--- src/rtl/pong_input_ctrl.sv ---
// pong_input_ctrl: turns the single-key keypad scanner stream into per-player
// paddle move strobes (with auto-repeat) plus start / pause game commands.
// Each tracked key keeps a hold timer that bridges the gaps between scanner
// sightings, so two players can share the one keypad.

module pong_input_ctrl #(
    parameter int HOLD_CYCLES   = 2048,
    parameter int REPEAT_CYCLES = 250000
) (
    input  logic       clk,
    input  logic       rst,
    input  logic [4:0] keycode,
    output logic       p1_up,
    output logic       p1_down,
    output logic       p2_up,
    output logic       p2_down,
    output logic       start,
    output logic       paused
);

    localparam int TW = $clog2(HOLD_CYCLES + 1);
    localparam int RW = (REPEAT_CYCLES > 1) ? $clog2(REPEAT_CYCLES) : 1;

    localparam logic [TW-1:0] HOLD_LOAD = TW'(HOLD_CYCLES);
    localparam logic [RW-1:0] REP_LOAD  = RW'(REPEAT_CYCLES - 1);

    // Tracked key slots
    localparam int NUM_KEYS = 6;
    localparam int K_P1_UP  = 0;
    localparam int K_P1_DN  = 1;
    localparam int K_P2_UP  = 2;
    localparam int K_P2_DN  = 3;
    localparam int K_STAR   = 4;
    localparam int K_HASH   = 5;

    typedef enum logic [1:0] {
        S_IDLE      = 2'd0,
        S_MOVE_UP   = 2'd1,
        S_MOVE_DOWN = 2'd2
    } move_state_t;

    // Scanner code for each tracked key slot
    function automatic logic [3:0] key_code(input int k);
        case (k)
            K_P1_UP: key_code = 4'd1;
            K_P1_DN: key_code = 4'd7;
            K_P2_UP: key_code = 4'd10;
            K_P2_DN: key_code = 4'd12;
            K_STAR:  key_code = 4'd14;
            K_HASH:  key_code = 4'd15;
            default: key_code = 4'd0;
        endcase
    endfunction

    logic [TW-1:0]       hold_timer [NUM_KEYS];
    logic [NUM_KEYS-1:0] sighted;
    logic [NUM_KEYS-1:0] held;

    logic [1:0]          dir_up;
    logic [1:0]          dir_dn;

    move_state_t         state   [2];
    logic [RW-1:0]       rep_cnt [2];
    logic [1:0]          up_q;
    logic [1:0]          dn_q;

    logic                held_star_d;
    logic                held_hash_d;

    // Decode the current scanner code against every tracked key and derive hold levels
    always_comb begin
        // NOTE: every always_comb output gets a default first so no path can infer a latch.
        sighted = '0;
        held    = '0;
        for (int k = 0; k < NUM_KEYS; k++) begin
            sighted[k] = keycode[0] && (keycode[4:1] == key_code(k));
            held[k]    = (hold_timer[k] != '0);
        end
    end

    // Hold timers: reload on a sighting, otherwise count down and stick at zero
    always_ff @(posedge clk) begin
        // NOTE: the timer array is small and must start cleared, so it is reset like any other register.
        if (rst) begin
            for (int k = 0; k < NUM_KEYS; k++) begin
                hold_timer[k] <= '0;
            end
        end else begin
            for (int k = 0; k < NUM_KEYS; k++) begin
                if (sighted[k]) begin
                    hold_timer[k] <= HOLD_LOAD;
                end else if (hold_timer[k] != '0) begin
                    hold_timer[k] <= hold_timer[k] - 1'b1;
                end
            end
        end
    end

    // Per-player direction: a conflicting up+down pair resolves to no direction
    always_comb begin
        dir_up    = '0;
        dir_dn    = '0;
        dir_up[0] = held[K_P1_UP] & ~held[K_P1_DN];
        dir_dn[0] = held[K_P1_DN] & ~held[K_P1_UP];
        dir_up[1] = held[K_P2_UP] & ~held[K_P2_DN];
        dir_dn[1] = held[K_P2_DN] & ~held[K_P2_UP];
    end

    // Per-player repeat FSMs: strobe on entry or reversal, then every REPEAT_CYCLES while held
    always_ff @(posedge clk) begin
        // NOTE: sequential state uses non-blocking assignments only, so every register samples pre-edge values.
        if (rst) begin
            for (int p = 0; p < 2; p++) begin
                state[p]   <= S_IDLE;
                rep_cnt[p] <= '0;
                up_q[p]    <= 1'b0;
                dn_q[p]    <= 1'b0;
            end
        end else begin
            for (int p = 0; p < 2; p++) begin
                // Strobes are single-cycle; pause masks them but the FSM keeps counting.
                up_q[p] <= 1'b0;
                dn_q[p] <= 1'b0;
                case (state[p])
                    S_IDLE: begin
                        if (dir_up[p]) begin
                            state[p]   <= S_MOVE_UP;
                            rep_cnt[p] <= REP_LOAD;
                            up_q[p]    <= ~paused;
                        end else if (dir_dn[p]) begin
                            state[p]   <= S_MOVE_DOWN;
                            rep_cnt[p] <= REP_LOAD;
                            dn_q[p]    <= ~paused;
                        end else begin
                            rep_cnt[p] <= '0;
                        end
                    end
                    S_MOVE_UP: begin
                        if (dir_dn[p]) begin
                            state[p]   <= S_MOVE_DOWN;
                            rep_cnt[p] <= REP_LOAD;
                            dn_q[p]    <= ~paused;
                        end else if (!dir_up[p]) begin
                            state[p]   <= S_IDLE;
                            rep_cnt[p] <= '0;
                        end else if (rep_cnt[p] == '0) begin
                            rep_cnt[p] <= REP_LOAD;
                            up_q[p]    <= ~paused;
                        end else begin
                            rep_cnt[p] <= rep_cnt[p] - 1'b1;
                        end
                    end
                    S_MOVE_DOWN: begin
                        if (dir_up[p]) begin
                            state[p]   <= S_MOVE_UP;
                            rep_cnt[p] <= REP_LOAD;
                            up_q[p]    <= ~paused;
                        end else if (!dir_dn[p]) begin
                            state[p]   <= S_IDLE;
                            rep_cnt[p] <= '0;
                        end else if (rep_cnt[p] == '0) begin
                            rep_cnt[p] <= REP_LOAD;
                            dn_q[p]    <= ~paused;
                        end else begin
                            rep_cnt[p] <= rep_cnt[p] - 1'b1;
                        end
                    end
                    default: begin
                        state[p]   <= S_IDLE;
                        rep_cnt[p] <= '0;
                    end
                endcase
            end
        end
    end

    // Commands: start pulses on the rising edge of held '*', pause toggles on held '#'
    always_ff @(posedge clk) begin
        if (rst) begin
            held_star_d <= 1'b0;
            held_hash_d <= 1'b0;
            start       <= 1'b0;
            paused      <= 1'b0;
        end else begin
            held_star_d <= held[K_STAR];
            held_hash_d <= held[K_HASH];
            start       <= held[K_STAR] & ~held_star_d;
            if (held[K_HASH] && !held_hash_d) begin
                paused <= ~paused;
            end
        end
    end

    assign p1_up   = up_q[0];
    assign p1_down = dn_q[0];
    assign p2_up   = up_q[1];
    assign p2_down = dn_q[1];

endmodule

--- config.mk ---
export PLATFORM = sky130hd
export DESIGN_NAME = pong_input_ctrl
export DESIGN_NICKNAME = d
export VERILOG_FILES = /design/src/rtl/pong_input_ctrl.sv
export SDC_FILE = /design/constraint.sdc
export NUM_CORES = 1
export LEC_CHECK = 0
export ABC_CLOCK_PERIOD_IN_PS = 4800
export CAP_MARGIN = 40
export CORE_MARGIN = 3
export CORE_UTILIZATION = 25
export CTS_CLUSTER_DIAMETER = 40
export DETAILED_ROUTE_END_ITERATION = 10
export PLACE_DENSITY_LB_ADDON = 0.3
export SLEW_MARGIN = 20
export SYNTH_ARGS = -nofsm -noshare
export SYNTH_HDL_FRONTEND = slang
export SYNTH_SLANG_ARGS = --single-unit
export TNS_END_PERCENT = 10
--- constraint.sdc ---
create_clock -name clk -period 4.8 [get_ports clk]
set_input_delay 0.72 -clock clk [delete_from_list [all_inputs] [get_ports clk]]
set_output_delay 0.72 -clock clk [all_outputs]
set_load 0.01 [all_outputs]
======== Word-level counts from Yosys, hierarchy flattened ========
Memories as Yosys holds them, arrays and structs flattened.
Cells that the tools add are included.
W data, S select, Z words.
operators by class
  bitwise operators ....................... 61
  muxes and demuxes ....................... 220
  add/sub/neg operators ................... 8
  reductions and logical operators ........ 22
  equal/unequal tests ..................... 10
operators with widths
  cell                     count
  $mux W18                 24
  $mux W1                  166
  $mux W12                 12
  $reduce_bool A12 Y1      6
  $sub A12 B1 Y12 const B  6
  $or A1 B1 Y1             50
  $logic_not A18 Y1        2
  $sub A18 B1 Y18 const B  2
  $mux W2                  14
  $eq A4 B4 Y1 const B     4
  $logic_and A1 B1 Y1      7
  $not A1 Y1               6
  $pmux W1 S3              2
  $reduce_or A3 Y1         2
  $and A1 B1 Y1            5
  $eq A2 B1 Y1 const B     2
  $eq A2 B2 Y1 const B     2
  $eq A4 B1 Y1 const B     1
  $eq A4 B3 Y1 const B     1
  $logic_not A2 Y1         2
  $pmux W1 S2              2
  $reduce_or A2 Y1         2
  $logic_not A1 Y1         1
storage, ports and cells
  memories ................................ 3
  register bits after elaboration ......... 8
  bits of input ports ..................... 7
  bits in writable memories ............... 112
memory list
  name        words  width  rd ports  clocked after Yosys merged registers in  wr ports  line  text
  hold_timer  6      12     6         0                                        6         55    logic [TW-1:0] hold_timer [NUM_KEYS];
  rep_cnt     2      18     2         0                                        2         63    logic [RW-1:0] rep_cnt [2];
  state       2      2      2         0                                        2         62    move_state_t state [2];

======== Depth between registers and ports, before layout ========
Gate-level depths: netlist (run 1).
  word-level depth ........................ 19
  depth in mapped cells ................... 13

======== Worst setup path after synthesis (run 1) ========
OpenSTA, ideal clock, no wires.
  kind .................................... reg2reg
  start point ............................. memory hold_timer[3][0] (netlist name)
  end point ............................... memory rep_cnt[1][0] (netlist name), data pin
  clock period less this slack ............ 3.346 ns
  slack ................................... 1.454 ns
  path buffers ............................ 1
  arrival ................................. 3.188 ns
  data required time ...................... 4.642 ns
  cell stages (with the launch flop) ...... 13
  setup time .............................. 0.158 ns
  path through ............................ edfxtp_1 > inv_1 > ha_1 > or4b_1 > nand2b_1 > or3_1 > ha_1 > clkbuf_1 > nand3b_1 > or2_2 > o31ai_2 > o211ai_1 > o211ai_1
RTL lines
  item                line
  start: declaration  55
  end: declaration    63

==> impl_metrics.ini, run 1 <==
[status]
status = finished, final reports clean

[cts]
cts_root_buffer = clkbuf_16
cts_resized = 0
clk_pin_slew_worst_paths_ns = 0.06
hold_buffers = 0
cts_tree = yes
clk_path_buf_depth = 2
h-tree-depth = 4
cts_setup_buffers = 0
numCtsBuffers = 17
clkLatencyLatePin_ns = 0.42
cts_sinks = 120

[die]
die_x_um = 170
num_rows = 59
start_util_pct = 25.6
pin_count = 13
core_area_um2 = 26200
fp.dieArea_um2 = 28800
die_height_um = 170

[layout]
area_delta_synth_final_pct = 16.5
antenna_cells = 0
fin_nets = 696
fillers = 2657
fin_util_pct = 29.8
fin_area_um2 = 7800
layout-drive-gt1-share_pct = 6.83

[drt]
wirelength_um = 12900
antenna_left = 0
vias = 4664
detail_route.wl_per_cell_um = 12.6
vias_per_cell = 4.56
drtPass1Iterations = 4
drt_iter0_markers = 265
drcViolationCount = 0

[synthesis]
synth_nets = 682
synthArstFlopShare_pct = 0
yosysWarnings = 0
synth_top_area_share_pct = 50.2
syn_inst = 661
synth-edff-count = 112
synth.distinct_cells = 55
yosys.area.top_type = edfxtp_1
avgSynthCellArea_um2 = 10.1
synthesis.area_um2 = 6700
ys_seq_area_share_pct = 52.6
synth_seq_cells = 120
ys_top_cells_by_area = edfxtp_1, nor2_1, xnor2_1
synth_ff_type = edfxtp_1

[setup_path]
worstSetupStartpointType = flip-flop
cp.required_ns = 5.06
critPathCaptureType = flip-flop
critPathMaxFanout = 7
arrival_ns = 4.01
critical_path_class = reg2reg

[placement]
dp_hpwl_um = 8700
gp_congestion = 0.756
place_area_um2 = 7170
io_buffers = 12

[pwr]
p_total_mw = 5.31
power.density_nw_per_um2 = 680
ir_drop_mv = 0.218
leakagePower_nw = 2.79

[sta]
rsz0062_at_grt = no
max_freq_mhz = 266
setup_viol = 0
final-max-slew-violation-count = 0
finalClockSkew_ns = 0.00943
worstMarginPinSlew_ns = 0.836
fin_tns_setup_ns = 0
relSlewSlack_pct = 44.3
hold_viol = 0
min_period_ns = 3.75
finalCritPeriodShare_pct = 78.2

[grt]
grt_pass1_vias = 4487
antenna_found_initial = 0
grt_use_total_pct = 9.41
grt_pass1_wl_um = 22100
grt_overflow = 0
grt_max_degree = 31

[job]
max-cap-violations = 0

[hold_path]
hold_path.class = reg2reg
## metrics by stage
| stage | std cells | hold WS (ns) | setup slack [ns] |
|---|---|---|---|
| 2_1_floorplan | 661 | 0.367 | 1.45 |
| 3_3_place_gp | 988 | 0.386 | 1.12 |
| 3_5_place_dp | 989 | 0.387 | 1.05 |
| 4_1_cts | 1021 | 0.396 | 1.05 |
| 5_1_grt | 1023 | 0.406 | 0.721 |
| 6_report | 1023 | 0.389 | 1.05 |
## path summary, 6_finish.rpt
kind / endpoint / slack (ns) / cells past startpoint / startpoint
min: start / 0.39 / 1 / held_star_d
min reg2reg: start / 0.39 / 1 / held_star_d
max reg2reg: rep_cnt[1][1] / 1.05 / 12 / hold_timer[3][0]
max: rep_cnt[1][1] / 1.05 / 12 / hold_timer[3][0]
## kinds of logic (layout without fill, tap and decap cells)
kind of cell	after synthesis	count (layout)	synth area share [%]
compound gates	108	108	10.3
xor+xnor	71	71	9.28
fa+ha+maj	14	14	2.61
buf+inv	48	75	2.76
flops	120	120	52.6
mux	3	3	0.467
simple gates	297	297	22.0
## report_power, final
part	internal (mW)	total, mW	switching [mW]	leakage, nW
registers	1.72	2.07	0.348	1.35
clock network	0.788	1.31	0.523	0.293
logic	0.823	1.93	1.11	1.16
## final cells by class
class                   count  area [µm²]  area share (%)
clock inverters            15         181            2.32
flip-flops and latches    120        3520            45.1
clock buffers              17         425            5.45
multi-input cells         493        2990            38.3
inverters                  26        97.6            1.25
repair buffers             17         166            2.13
well taps                 335         419            5.37
## synth_stat cells (all sizes together) (4+ instances only)
cell type / instances
nand3: 11
dfxtp: 8
or3: 11
o21ai: 19
or4b: 4
inv: 25
nand4: 4
o31ai: 9
nand2b: 9
nor3: 34
nor4: 19
nand2: 35
or2: 8
ha: 14
buf: 5
a21oi: 38
xor2: 23
edfxtp: 112
nor2b: 4
nor2: 123
a31oi: 4
o211ai: 18
nand3b: 4
xnor2: 48
clkbuf: 17
or4: 14
and3: 5
## cell usage in the layout (no fill, tap or decap), types with 4 or more instances in the layout
cell type / n
nor2_1: 123
edfxtp_1: 112
xnor2_1: 48
a21oi_1: 38
nand2_1: 35
nor3_1: 34
inv_1: 24
xor2_1: 23
nor4_1: 19
o211ai_1: 18
clkbuf_16: 17
or4_1: 14
o21ai_0: 14
ha_1: 14
clkdlybuf4s50_1: 12
nand3_1: 11
or3_1: 10
nand2b_1: 9
dfxtp_1: 8
o31ai_1: 7
and3_1: 5
o21ai_1: 5
inv_6: 5
or2_2: 4
nand3b_1: 4
or2_1: 4
or4b_1: 4
nand4_1: 4
nor2b_1: 4
a31oi_1: 4
inv_8: 4
## routing by layer
metal,routed length (µm),part of all wire (%),global-route usage (%),vias up
li1,-,-,-,2448
met1,7050,55,13.6,2178
met2,5500,43,13.4,36
met3,278,2.1,2.49,2
met4,96,0.74,3.59,0
met5,0,0,0,-
## state kept, by name, indices dropped and copies added, names as in the netlist
register     cells
held_star_d      1
rep_cnt         36
hold_timer      72
up_q             2
state            4
held_hash_d      1
paused           1
start            1
dn_q             2
## critical path, cell delays in order (launching register included)
cell,delay (ns)
edfxtp_1,0.41
inv_1,0.08
ha_1,0.18
or4b_1,0.49
nand2b_1,0.22
or3_1,0.42
inv_1,0.13
ha_1,0.30
nand3b_1,0.15
or2_2,0.30
o31ai_2,0.37
o211ai_1,0.34
o211ai_1,0.20
No activity file was read; power rests on OpenSTA's default activity.
==> inputs of run 2 (changes only) <==
--- a/config.mk
+++ b/config.mk
@@ -5,7 +5,7 @@
 export SDC_FILE = /design/constraint.sdc
 export NUM_CORES = 1
 export LEC_CHECK = 0
-export ABC_CLOCK_PERIOD_IN_PS = 4800
+export ABC_CLOCK_PERIOD_IN_PS = 3800
 export CAP_MARGIN = 40
 export CORE_MARGIN = 3
 export CORE_UTILIZATION = 25
==> constraint.sdc (replaced) <==
create_clock -name clk -period 3.8 [get_ports clk]
set_input_delay 0.57 -clock clk [delete_from_list [all_inputs] [get_ports clk]]
set_output_delay 0.57 -clock clk [all_outputs]
set_load 0.01 [all_outputs]
==> run 2 against run 1 <==
  * Global-route usage increased by 0.064 points
  * Total power up 29%
  * Register-to-register slack got worse by 0.85 ns
  * Non-clock buffer count increased by 7
  * Critical path type unchanged
  * Largest power group unchanged
  * Highest routed layer unchanged
==> impl_metrics.ini, run 2 (same netlist as run 1, synthesis figures left out) <==
[cts]
numCtsBuffers = 17
cts_setup_buffers = 0
hold_buffers = 0
cts_tree = yes
clk_pin_slew_worst_paths_ns = 0.06
cts_resized = 0
clk_path_buf_depth = 2
clkLatencyLatePin_ns = 0.43
cts_sinks = 120
cts_root_buffer = clkbuf_16
h-tree-depth = 4

[pwr]
internal_power_mw = 4.35
seq_power_share_pct = 38.3
leakagePower_nw = 2.84
pwr-share-comb_pct = 36.0
p_sw_mw = 2.47
p_total_mw = 6.82
power.density_nw_per_um2 = 866
ir_drop_mv = 0.289
sw_frac_of_total_pct = 36.2
pwr-share-clk_pct = 25.8

[setup_path]
worstPathCellList = inv_1, ha_1, or4b_1, nand2b_1, or3_1, ha_1, nand3b_1, a21oi_1, o31ai_2, o31ai_2, o211ai_1
critical_path_class = reg2reg
r2r_slack_ns = 0.19
r2r-end = rep_cnt[1][7]
slowest_stage = o31ai_2
critical_path.top_delay_family = simple AND/OR/NAND/NOR gates
arrival_ns = 3.74
ff2ff_path_depth = 11
r2r-start = hold_timer[3][0]
cp.required_ns = 3.93
worstSetupStartpointType = flip-flop
critPathMaxFanout = 9
critPathCaptureType = flip-flop
cp_num_buf_inv = 1
cpPeakStageDelay_ns = 0.50

[drt]
met1Wirelength_um = 6920
wl_met2_um = 5560
drt_iter0_markers = 254
vias = 4726
highest_layer = met4
wirelength_um = 13000
wl_met3_um = 386
vias_per_cell = 4.59
antenna_left = 0
drcViolationCount = 0
detail_route.wl_per_cell_um = 12.6
drtPass1Iterations = 4

[sta]
finalClockSkew_ns = 0.0141
setup_viol = 0
relSlewSlack_pct = 51.6
worstMarginPinSlew_ns = 0.717
rsz0062_at_grt = yes
hold_viol = 0
final-max-slew-violation-count = 0
max_freq_mhz = 277
finalCritPeriodShare_pct = 94.9
min_period_ns = 3.61

[job]
max-cap-violations = 0

[die]
start_util_pct = 25.6
core_area_um2 = 26200
pin_count = 13
die_height_um = 170
fp.dieArea_um2 = 28800
num_rows = 59
die_x_um = 170

[placement]
place_area_um2 = 7240
dp_hpwl_um = 8800
gp_congestion = 0.749
io_buffers = 12

[layout]
fillers = 2696
final_common_cell = nor2_1
layout-drive-gt1-share_pct = 7.91
largest_reg_flops = 72
fin_util_pct = 30.1
antenna_cells = 0
fin_area_um2 = 7880
regMostFlops = hold_timer
fin_nets = 703
final_cell_mix = nor2_1, edfxtp_1, xnor2_1
reg.largest.list = hold_timer (72), rep_cnt (36), state (4)
area_delta_synth_final_pct = 17.7

[grt]
grt_pass1_wl_um = 22200
grt_max_degree = 22
grt_use_total_pct = 9.48
antenna_found_initial = 0
grt_overflow = 0
grt_pass1_vias = 4487

[hold_path]
holdPathEnd = start
hold_path.class = reg2reg
whs_path_depth = 1
hp-start = held_star_d

[status]
status = finished, final reports clean
==> run 2: changes by cell type in the layout (fill, tap and decap cells not counted), sizes merged <==
| cell | change |
|---|---|
| buf | +7 |
| bufinv | +2 |
| inv | -4 |
| clkinv | +2 |
==> run 2: per-layer routing <==
layer / track usage [%] / vias to the layer above
met3: 2.56 / 10
met1: 13.5 / 2198
met5: 0 / -
met4: 3.88 / 0
met2: 13.5 / 55
li1: - / 2463
==> run 2: layout make-up <==
class,instances,area [µm²],area share (%)
flip-flops and latches,120,3520,44.7
multi-input cells,493,2990,38.0
clock buffers,17,425,5.40
well taps,335,419,5.32
clock inverters,15,215,2.73
repair buffers,24,210,2.67
inverters,26,97.6,1.24
==> run 2: power by group through the flow <==
| stage | combinational, mW | clock, mW | sequential (mW) |
|---|---|---|---|
| 6_report | 2.46 | 1.76 | 2.61 |
| 5_1_grt | 2.82 | 1.86 | 2.70 |
| 4_1_cts | 2.48 | 1.81 | 2.61 |
| 3_5_place_dp | 2.46 | 0 | 2.63 |
| 3_3_place_gp | 2.44 | 0 | 2.63 |
| 2_1_floorplan | 2.01 | 0 | 2.50 |
==> run 2: worst max path at each step <==
stage	startpoint	endpoint	slack, ns	cells past startpoint
6_report	hold_timer[3][0]	rep_cnt[1][7]	0.19	11
2_1_floorplan	hold_timer[3][0]	rep_cnt[1][0]	0.45	12
5_1_grt	hold_timer[3][0]	rep_cnt[1][0]	-0.05	11
3_3_place_gp	hold_timer[3][0]	rep_cnt[1][1]	0.24	11
4_1_cts	hold_timer[3][0]	rep_cnt[1][1]	0.15	11
3_5_place_dp	hold_timer[3][0]	rep_cnt[1][7]	0.17	11
==> run 2: worst register-to-register path, cell delays in order, from the launching register on <==
cell and delay, ns:
edfxtp_1 0.40, inv_1 0.08, ha_1 0.17, or4b_1 0.48
nand2b_1 0.22, or3_1 0.42, ha_1 0.30, nand3b_1 0.22
a21oi_1 0.21, o31ai_2 0.13, o31ai_2 0.50, o211ai_1 0.17
==> run 2: per-stage QoR <==
stage	hold WS, ns	std cells	setup slack [ns]	TNS, ns
2_1_floorplan	0.367	661	0.454	0
3_3_place_gp	0.383	997	0.241	0
3_5_place_dp	0.382	998	0.172	0
4_1_cts	0.390	1030	0.152	0
5_1_grt	0.403	1030	-0.0469	-0.228
6_report	0.383	1030	0.195	0
